<file path="src/rtl/counter_sequencer_pkg.sv">
// Shared types and constants for the counter sequencer and its seek helper.
package counter_sequencer_pkg;

  localparam int unsigned DefaultWidth = 8;

  typedef enum logic [1:0] {
    OpLoad = 2'd0,
    OpUp   = 2'd1,
    OpDown = 2'd2,
    OpSeek = 2'd3
  } op_e;

  typedef enum logic [2:0] {
    StIdle,
    StLoad,
    StRun,
    StSettle,
    StResp
  } state_e;

  typedef enum logic {
    StatusOk      = 1'b0,
    StatusAborted = 1'b1
  } status_e;

endpackage

</file>
<file path="src/rtl/counter_sequencer_if.sv">
// Command/response handshake bundle between the host and the counter sequencer.
interface counter_sequencer_if
  import counter_sequencer_pkg::*;
#(
  parameter int unsigned WIDTH = DefaultWidth
) ();

  logic             cmd_valid;
  logic             cmd_ready;
  op_e              cmd_op;
  logic [WIDTH-1:0] cmd_data;
  logic             abort;

  logic             rsp_valid;
  logic             rsp_ready;
  logic [WIDTH-1:0] rsp_count;
  logic [WIDTH-1:0] rsp_steps;
  logic             rsp_status;

  modport master (
    output cmd_valid, cmd_op, cmd_data, abort, rsp_ready,
    input  cmd_ready, rsp_valid, rsp_count, rsp_steps, rsp_status
  );

  modport slave (
    input  cmd_valid, cmd_op, cmd_data, abort, rsp_ready,
    output cmd_ready, rsp_valid, rsp_count, rsp_steps, rsp_status
  );

endinterface

</file>
<file path="src/rtl/counter_seek_calc.sv">
// Shortest-path direction and step count from current to target on a modular counter.
module counter_seek_calc
  import counter_sequencer_pkg::*;
#(
  parameter int unsigned WIDTH = DefaultWidth
) (
  input  logic [WIDTH-1:0] target,
  input  logic [WIDTH-1:0] current,
  output logic             dir,
  output logic [WIDTH-1:0] steps
);

  localparam logic [WIDTH-1:0] Half = {1'b1, {(WIDTH - 1){1'b0}}};

  logic [WIDTH-1:0] diff;

  always_comb begin
    diff = target - current;
    // Exactly half-way round counts as going up.
    if (diff <= Half) begin
      dir   = 1'b1;
      steps = diff;
    end else begin
      dir   = 1'b0;
      steps = WIDTH'(0) - diff;
    end
  end

endmodule

</file>
<file path="src/rtl/counter_sequencer.sv">
// Command-driven controller for an external up/down counter: issues load or an exact
// enable pulse train, then reports the settled count, steps issued and status.
module counter_sequencer
  import counter_sequencer_pkg::*;
#(
  parameter int unsigned WIDTH = DefaultWidth
) (
  input  logic             clk,
  input  logic             rst_n,
  counter_sequencer_if.slave bus,
  output logic             cnt_load,
  output logic             cnt_en,
  output logic             cnt_m,
  output logic [WIDTH-1:0] cnt_data,
  input  logic [WIDTH-1:0] cnt_count
);

  state_e           state_q, state_d;
  logic [WIDTH-1:0] data_q, data_d;
  logic [WIDTH-1:0] n_q, n_d;
  logic             up_q, up_d;
  logic [WIDTH-1:0] steps_q, steps_d;
  status_e          status_q, status_d;
  logic [WIDTH-1:0] count_q, count_d;

  logic             seek_dir;
  logic [WIDTH-1:0] seek_steps;

  counter_seek_calc #(
    .WIDTH (WIDTH)
  ) u_seek_calc (
    .target  (bus.cmd_data),
    .current (cnt_count),
    .dir     (seek_dir),
    .steps   (seek_steps)
  );

  always_comb begin
    state_d  = state_q;
    data_d   = data_q;
    n_d      = n_q;
    up_d     = up_q;
    steps_d  = steps_q;
    status_d = status_q;
    count_d  = count_q;

    case (state_q)
      StIdle: begin
        if (bus.cmd_valid) begin
          data_d   = bus.cmd_data;
          steps_d  = '0;
          status_d = StatusOk;
          case (bus.cmd_op)
            OpLoad: begin
              n_d  = '0;
              up_d = 1'b0;
            end
            OpUp: begin
              n_d  = bus.cmd_data;
              up_d = 1'b1;
            end
            OpDown: begin
              n_d  = bus.cmd_data;
              up_d = 1'b0;
            end
            default: begin
              n_d  = seek_steps;
              up_d = seek_dir;
            end
          endcase
          if (bus.cmd_op == OpLoad) begin
            state_d = StLoad;
          end else if (n_d == '0) begin
            state_d = StSettle;
          end else begin
            state_d = StRun;
          end
        end
      end

      StLoad: state_d = StSettle;

      StRun: begin
        // The enable cycle ending at this edge always counts, even when aborting.
        steps_d = steps_q + WIDTH'(1);
        if (bus.abort) begin
          status_d = StatusAborted;
          state_d  = StSettle;
        end else if (steps_d == n_q) begin
          state_d = StSettle;
        end
      end

      StSettle: begin
        count_d = cnt_count;
        state_d = StResp;
      end

      StResp: begin
        if (bus.rsp_ready) begin
          state_d = StIdle;
        end
      end

      default: state_d = StIdle;
    endcase
  end

  always_ff @(posedge clk or negedge rst_n) begin
    if (!rst_n) begin
      state_q  <= StIdle;
      data_q   <= '0;
      n_q      <= '0;
      up_q     <= 1'b0;
      steps_q  <= '0;
      status_q <= StatusOk;
      count_q  <= '0;
    end else begin
      state_q  <= state_d;
      data_q   <= data_d;
      n_q      <= n_d;
      up_q     <= up_d;
      steps_q  <= steps_d;
      status_q <= status_d;
      count_q  <= count_d;
    end
  end

  always_comb begin
    bus.cmd_ready  = (state_q == StIdle);
    cnt_load       = (state_q == StLoad);
    cnt_en         = (state_q == StRun);
    cnt_m          = cnt_en & up_q;
    cnt_data       = cnt_load ? data_q : '0;
    bus.rsp_valid  = (state_q == StResp);
    bus.rsp_count  = count_q;
    bus.rsp_steps  = steps_q;
    bus.rsp_status = status_q;
  end

endmodule

</file>
<file path="src/flat_wrapper.sv">
// flat-port wrapper written by rule: the top's interface ports become plain ports
module counter_sequencer_flat import counter_sequencer_pkg::*;
#(
  parameter int unsigned WIDTH = DefaultWidth
)
  (clk, rst_n, cnt_load, cnt_en, cnt_m, cnt_data, cnt_count, bus_cmd_valid, bus_cmd_op, bus_cmd_data, bus_abort, bus_rsp_ready, bus_cmd_ready, bus_rsp_valid, bus_rsp_count, bus_rsp_steps, bus_rsp_status);
  counter_sequencer_if #(.WIDTH(WIDTH)) bus_i ();
  input  logic clk;
  input  logic rst_n;
  output logic cnt_load;
  output logic cnt_en;
  output logic cnt_m;
  output logic [WIDTH-1:0] cnt_data;
  input  logic [WIDTH-1:0] cnt_count;
  input wire logic [$bits(bus_i.cmd_valid)-1:0] bus_cmd_valid;
  input wire logic [$bits(bus_i.cmd_op)-1:0] bus_cmd_op;
  input wire logic [$bits(bus_i.cmd_data)-1:0] bus_cmd_data;
  input wire logic [$bits(bus_i.abort)-1:0] bus_abort;
  input wire logic [$bits(bus_i.rsp_ready)-1:0] bus_rsp_ready;
  output wire logic [$bits(bus_i.cmd_ready)-1:0] bus_cmd_ready;
  output wire logic [$bits(bus_i.rsp_valid)-1:0] bus_rsp_valid;
  output wire logic [$bits(bus_i.rsp_count)-1:0] bus_rsp_count;
  output wire logic [$bits(bus_i.rsp_steps)-1:0] bus_rsp_steps;
  output wire logic [$bits(bus_i.rsp_status)-1:0] bus_rsp_status;
  assign bus_i.cmd_valid = bus_cmd_valid;
  assign bus_i.cmd_op = bus_cmd_op;
  assign bus_i.cmd_data = bus_cmd_data;
  assign bus_i.abort = bus_abort;
  assign bus_i.rsp_ready = bus_rsp_ready;
  assign bus_cmd_ready = bus_i.cmd_ready;
  assign bus_rsp_valid = bus_i.rsp_valid;
  assign bus_rsp_count = bus_i.rsp_count;
  assign bus_rsp_steps = bus_i.rsp_steps;
  assign bus_rsp_status = bus_i.rsp_status;
  counter_sequencer #(.WIDTH(WIDTH)) u_core (.clk(clk), .rst_n(rst_n), .bus(bus_i), .cnt_load(cnt_load), .cnt_en(cnt_en), .cnt_m(cnt_m), .cnt_data(cnt_data), .cnt_count(cnt_count));
endmodule
</file>
<file path="config.mk">
export PLATFORM = sky130hd
export DESIGN_NAME = counter_sequencer_flat
export DESIGN_NICKNAME = d
export VERILOG_FILES = /design/src/rtl/counter_sequencer_pkg.sv /design/src/rtl/counter_sequencer_if.sv /design/src/rtl/counter_seek_calc.sv /design/src/rtl/counter_sequencer.sv /design/src/flat_wrapper.sv
export SDC_FILE = /design/constraint.sdc
export NUM_CORES = 1
export LEC_CHECK = 0
export CORE_UTILIZATION = 51
export DETAILED_ROUTE_END_ITERATION = 10
export PLACE_DENSITY_LB_ADDON = 0.15
export SYNTH_ARGS = -nofsm -noshare
export SYNTH_HDL_FRONTEND = slang
export SYNTH_SLANG_ARGS = --single-unit
</file>
<file path="constraint.sdc">
create_clock -name clk -period 2.4 [get_ports clk]
set_input_delay 0.36 -clock clk [delete_from_list [all_inputs] [get_ports clk]]
set_output_delay 0.36 -clock clk [all_outputs]
set_load 0.05 [all_outputs]
</file>
==> results.yml <==
clock_network:
  path_clk_slew_ps: 80
  cts_buffers: 5
  hold_buffers: 0
  clkLatencyLatePin_ps: 300
  cts_tree: "yes"
  h-tree-depth: 2
  cts_sinks: 37
  clock-root-buffer: "clkbuf_8"
  cts_buffer_depth: 2
setup_path:
  cp.arrival_ps: 2750
  end_kind: "register"
  r2r-end: "u_core.state_q[0]"
  start_kind: "input port"
  crit_type: "input port to register"
  r2r_setup_slack_ps: 220
  required_ps: 2610
  reg2reg_depth: 9
  rr_startpoint: "u_core.bus.rsp_steps[0]"
  path_max_fanout: 4
synth:
  yosysMostFrequentCell: "dfrtp_1"
  yosysTopAreaCellShare: 0.368
  synth-edff-count: 0
  yosys_warnings: 0
  synth_area_leaders: "dfrtp_1, ha_1, mux2_2, o21ai_0, xor2_1"
  netlist_area_um2: 2520
  netlist_top_cells_count: "dfrtp_1, o21ai_0, nand2_1, nor2_1, a21oi_1"
  synth-main-ff-cell: "dfrtp_1"
  syn_avg_cell_area_um2: 9.25
  synthCells: 272
  seq_area_frac_synth: 0.368
  syn_nets: 309
  ys_ff_latch: 37
  synth_top_area_cell: "dfrtp_1"
  ys_types: 53
  async_reset_ff_frac: 1.00
cells_and_area:
  syn_to_final_growth_pct: 56.6
  n_antenna_cell: 0
  nNetsFinal: 403
  nFillCells: 272
  drive_gt1_frac: 0.384
power:
  ir_drop_v: 0.000645
  fin_total_pwr_w: 0.00420
  p_leak_nw: 1.71
  power_density_nw_per_um2: 1070
die:
  die_x_um: 72.2
  ios: 53
  dieArea_um2: 5220
  start_util: 0.533
  die_y_um: 72.2
  placementRows: 25
  fp.coreArea_um2: 4720
sta:
  slew_violations: 0
  period_share: 1.06
  skew_ps: 3.20
  finalWorstSetupSlack_ps: -136
  grt_setup_unrepaired: "yes"
  period_minus_slack_ps: 2540
  whs_ps: 162
  finalSetupViolations: 5
  max_freq_mhz: 394
  worst_pin_slew_ps: 846
  hold_violations: 0
  slew_headroom: 0.436
placement:
  port_buffers: 52
  gp_congestion: 0.845
  hpwl_mm: 4.85
global_route:
  grt_pass1_wl_mm: 10.8
  track_usage: 0.271
  grt_pass1_vias: 2390
  antenna_found_initial: 0
  globalRoute.totalOverflow: 0
  grt_max_degree: 38
route:
  drc: 0
  vias_per_cell: 5.56
  drt_pre_antenna_iters: 4
  wl_per_cell_um: 16.5
  wl_mm: 7.15
  ant_nets: 0
  num_vias: 2411
  drt_iter0_markers: 126
outcome:
  violations: "negative setup slack"
  status: "finished, violations left"
hold_path:
  hold_path.class: "input port to async pin"
flow_run:
  drv_cap: 0
-- area by class of cell --
| class | instances | area, um2 | area share |
|---|---|---|---|
| clock inverters | 3 | 46.3 | 0.0117 |
| multi-input cells | 209 | 1780 | 0.451 |
| clock buffers | 5 | 68.8 | 0.0175 |
| repair buffers | 96 | 958 | 0.243 |
| inverters | 17 | 80.1 | 0.0203 |
| well taps | 67 | 83.8 | 0.0213 |
| flip-flops and latches | 37 | 926 | 0.235 |
-- what timing repair did --
| item | in CTS | in global routing |
|---|---|---|
| setup endpoints to repair | 9 | 10 |
| buffers inserted | 5 | 6 |
| resized for setup | 38 | 41 |
| hold endpoints to repair | 0 | 0 |
| pin swaps | 18 | 19 |
-- worst max-delay path, stage by stage --
cell and delay (ps):
buf_12 110, inv_12 40, ha_4 110, inv_2 30, fa_2 380, a211oi_4 280, o21bai_1 110, a21oi_2 250
xnor2_2 150, a32o_2 310, nor3_4 240, o2111ai_2 140, o31ai_2 220
-- flip-flops by register name, indices dropped and copies added (netlist names) --
signal / cells
u_core.bus.rsp_status: 1
u_core.up_q: 1
u_core.state_q: 3
u_core.bus.rsp_count: 8
u_core.n_q: 8
u_core.bus.rsp_steps: 8
u_core.data_q: 8
-- metrics by stage --
stage / worst slack, ps / setup TNS, ps / instance area, um2 / cells / util
floorplan: -29.6 / -29.6 / 2550 / 272 / -
global placement: -766 / -5730 / 3450 / 416 / 0.730
detailed placement: -821 / -6020 / 3450 / 416 / 0.730
CTS: -40.0 / -40.0 / 3720 / 429 / 0.787
global route: -192 / -662 / 3940 / 434 / 0.834
finish: -136 / -318 / 3940 / 434 / 0.834
-- cells by family after synthesis --
group / Yosys count / synth area share
flip-flops: 37 / 0.368
multiplexers: 15 / 0.0656
AO/OA/AOI/OAI: 74 / 0.194
adder cells (fa/ha/maj): 14 / 0.0726
XOR/XNOR: 20 / 0.0756
buffers and inverters: 26 / 0.0482
AND/OR/NAND/NOR: 86 / 0.176
-- layout by cell type, fill, tap and decap left out, drive strengths merged, types with 3 or more instances in the layout --
cell,count
o211ai,3
dlymetal6s2s,4
clkdlybuf4s50,29
xor2,12
o21ai,25
a31oi,4
o31ai,4
dfrtp,37
nor2,22
nor3,4
inv,16
xnor2,8
and2,13
clkbuf,5
nand2,23
mux2i,3
nand3,6
nand2b,5
dlygate4sd2,3
ha,13
mux2,12
a21oi,19
buf,58
-- per-layer routing --
metal	vias up	global-route usage	part of all wire
met4	0	0.0915	0.031
met1	1167	0.310	0.39
li1	1146	-	-
met3	23	0.0556	0.050
met2	75	0.502	0.53
met5	-	0	0
-- power by group --
group          total (W)  internal, W  switching, W
Sequential       0.00110     0.000897      0.000207
Combinational    0.00254      0.00108       0.00147
Clock           0.000556     0.000311      0.000245
Total            0.00420      0.00228       0.00192
-- worst max path at each step --
stage | start | endpoint | slack (ps) | depth (start not counted)
after floorplan | bus_cmd_data[0] | u_core.state_q[0] | -30 | 12
after global placement | bus_cmd_data[0] | u_core.state_q[0] | -770 | 13
after detailed placement | bus_cmd_data[0] | u_core.state_q[0] | -820 | 13
after CTS | bus_cmd_data[0] | u_core.state_q[0] | -40 | 13
after global routing | bus_cmd_data[0] | u_core.state_q[0] | -190 | 13
final | bus_cmd_data[0] | u_core.state_q[0] | -140 | 13
No activity file was read; power rests on OpenSTA's default activity.
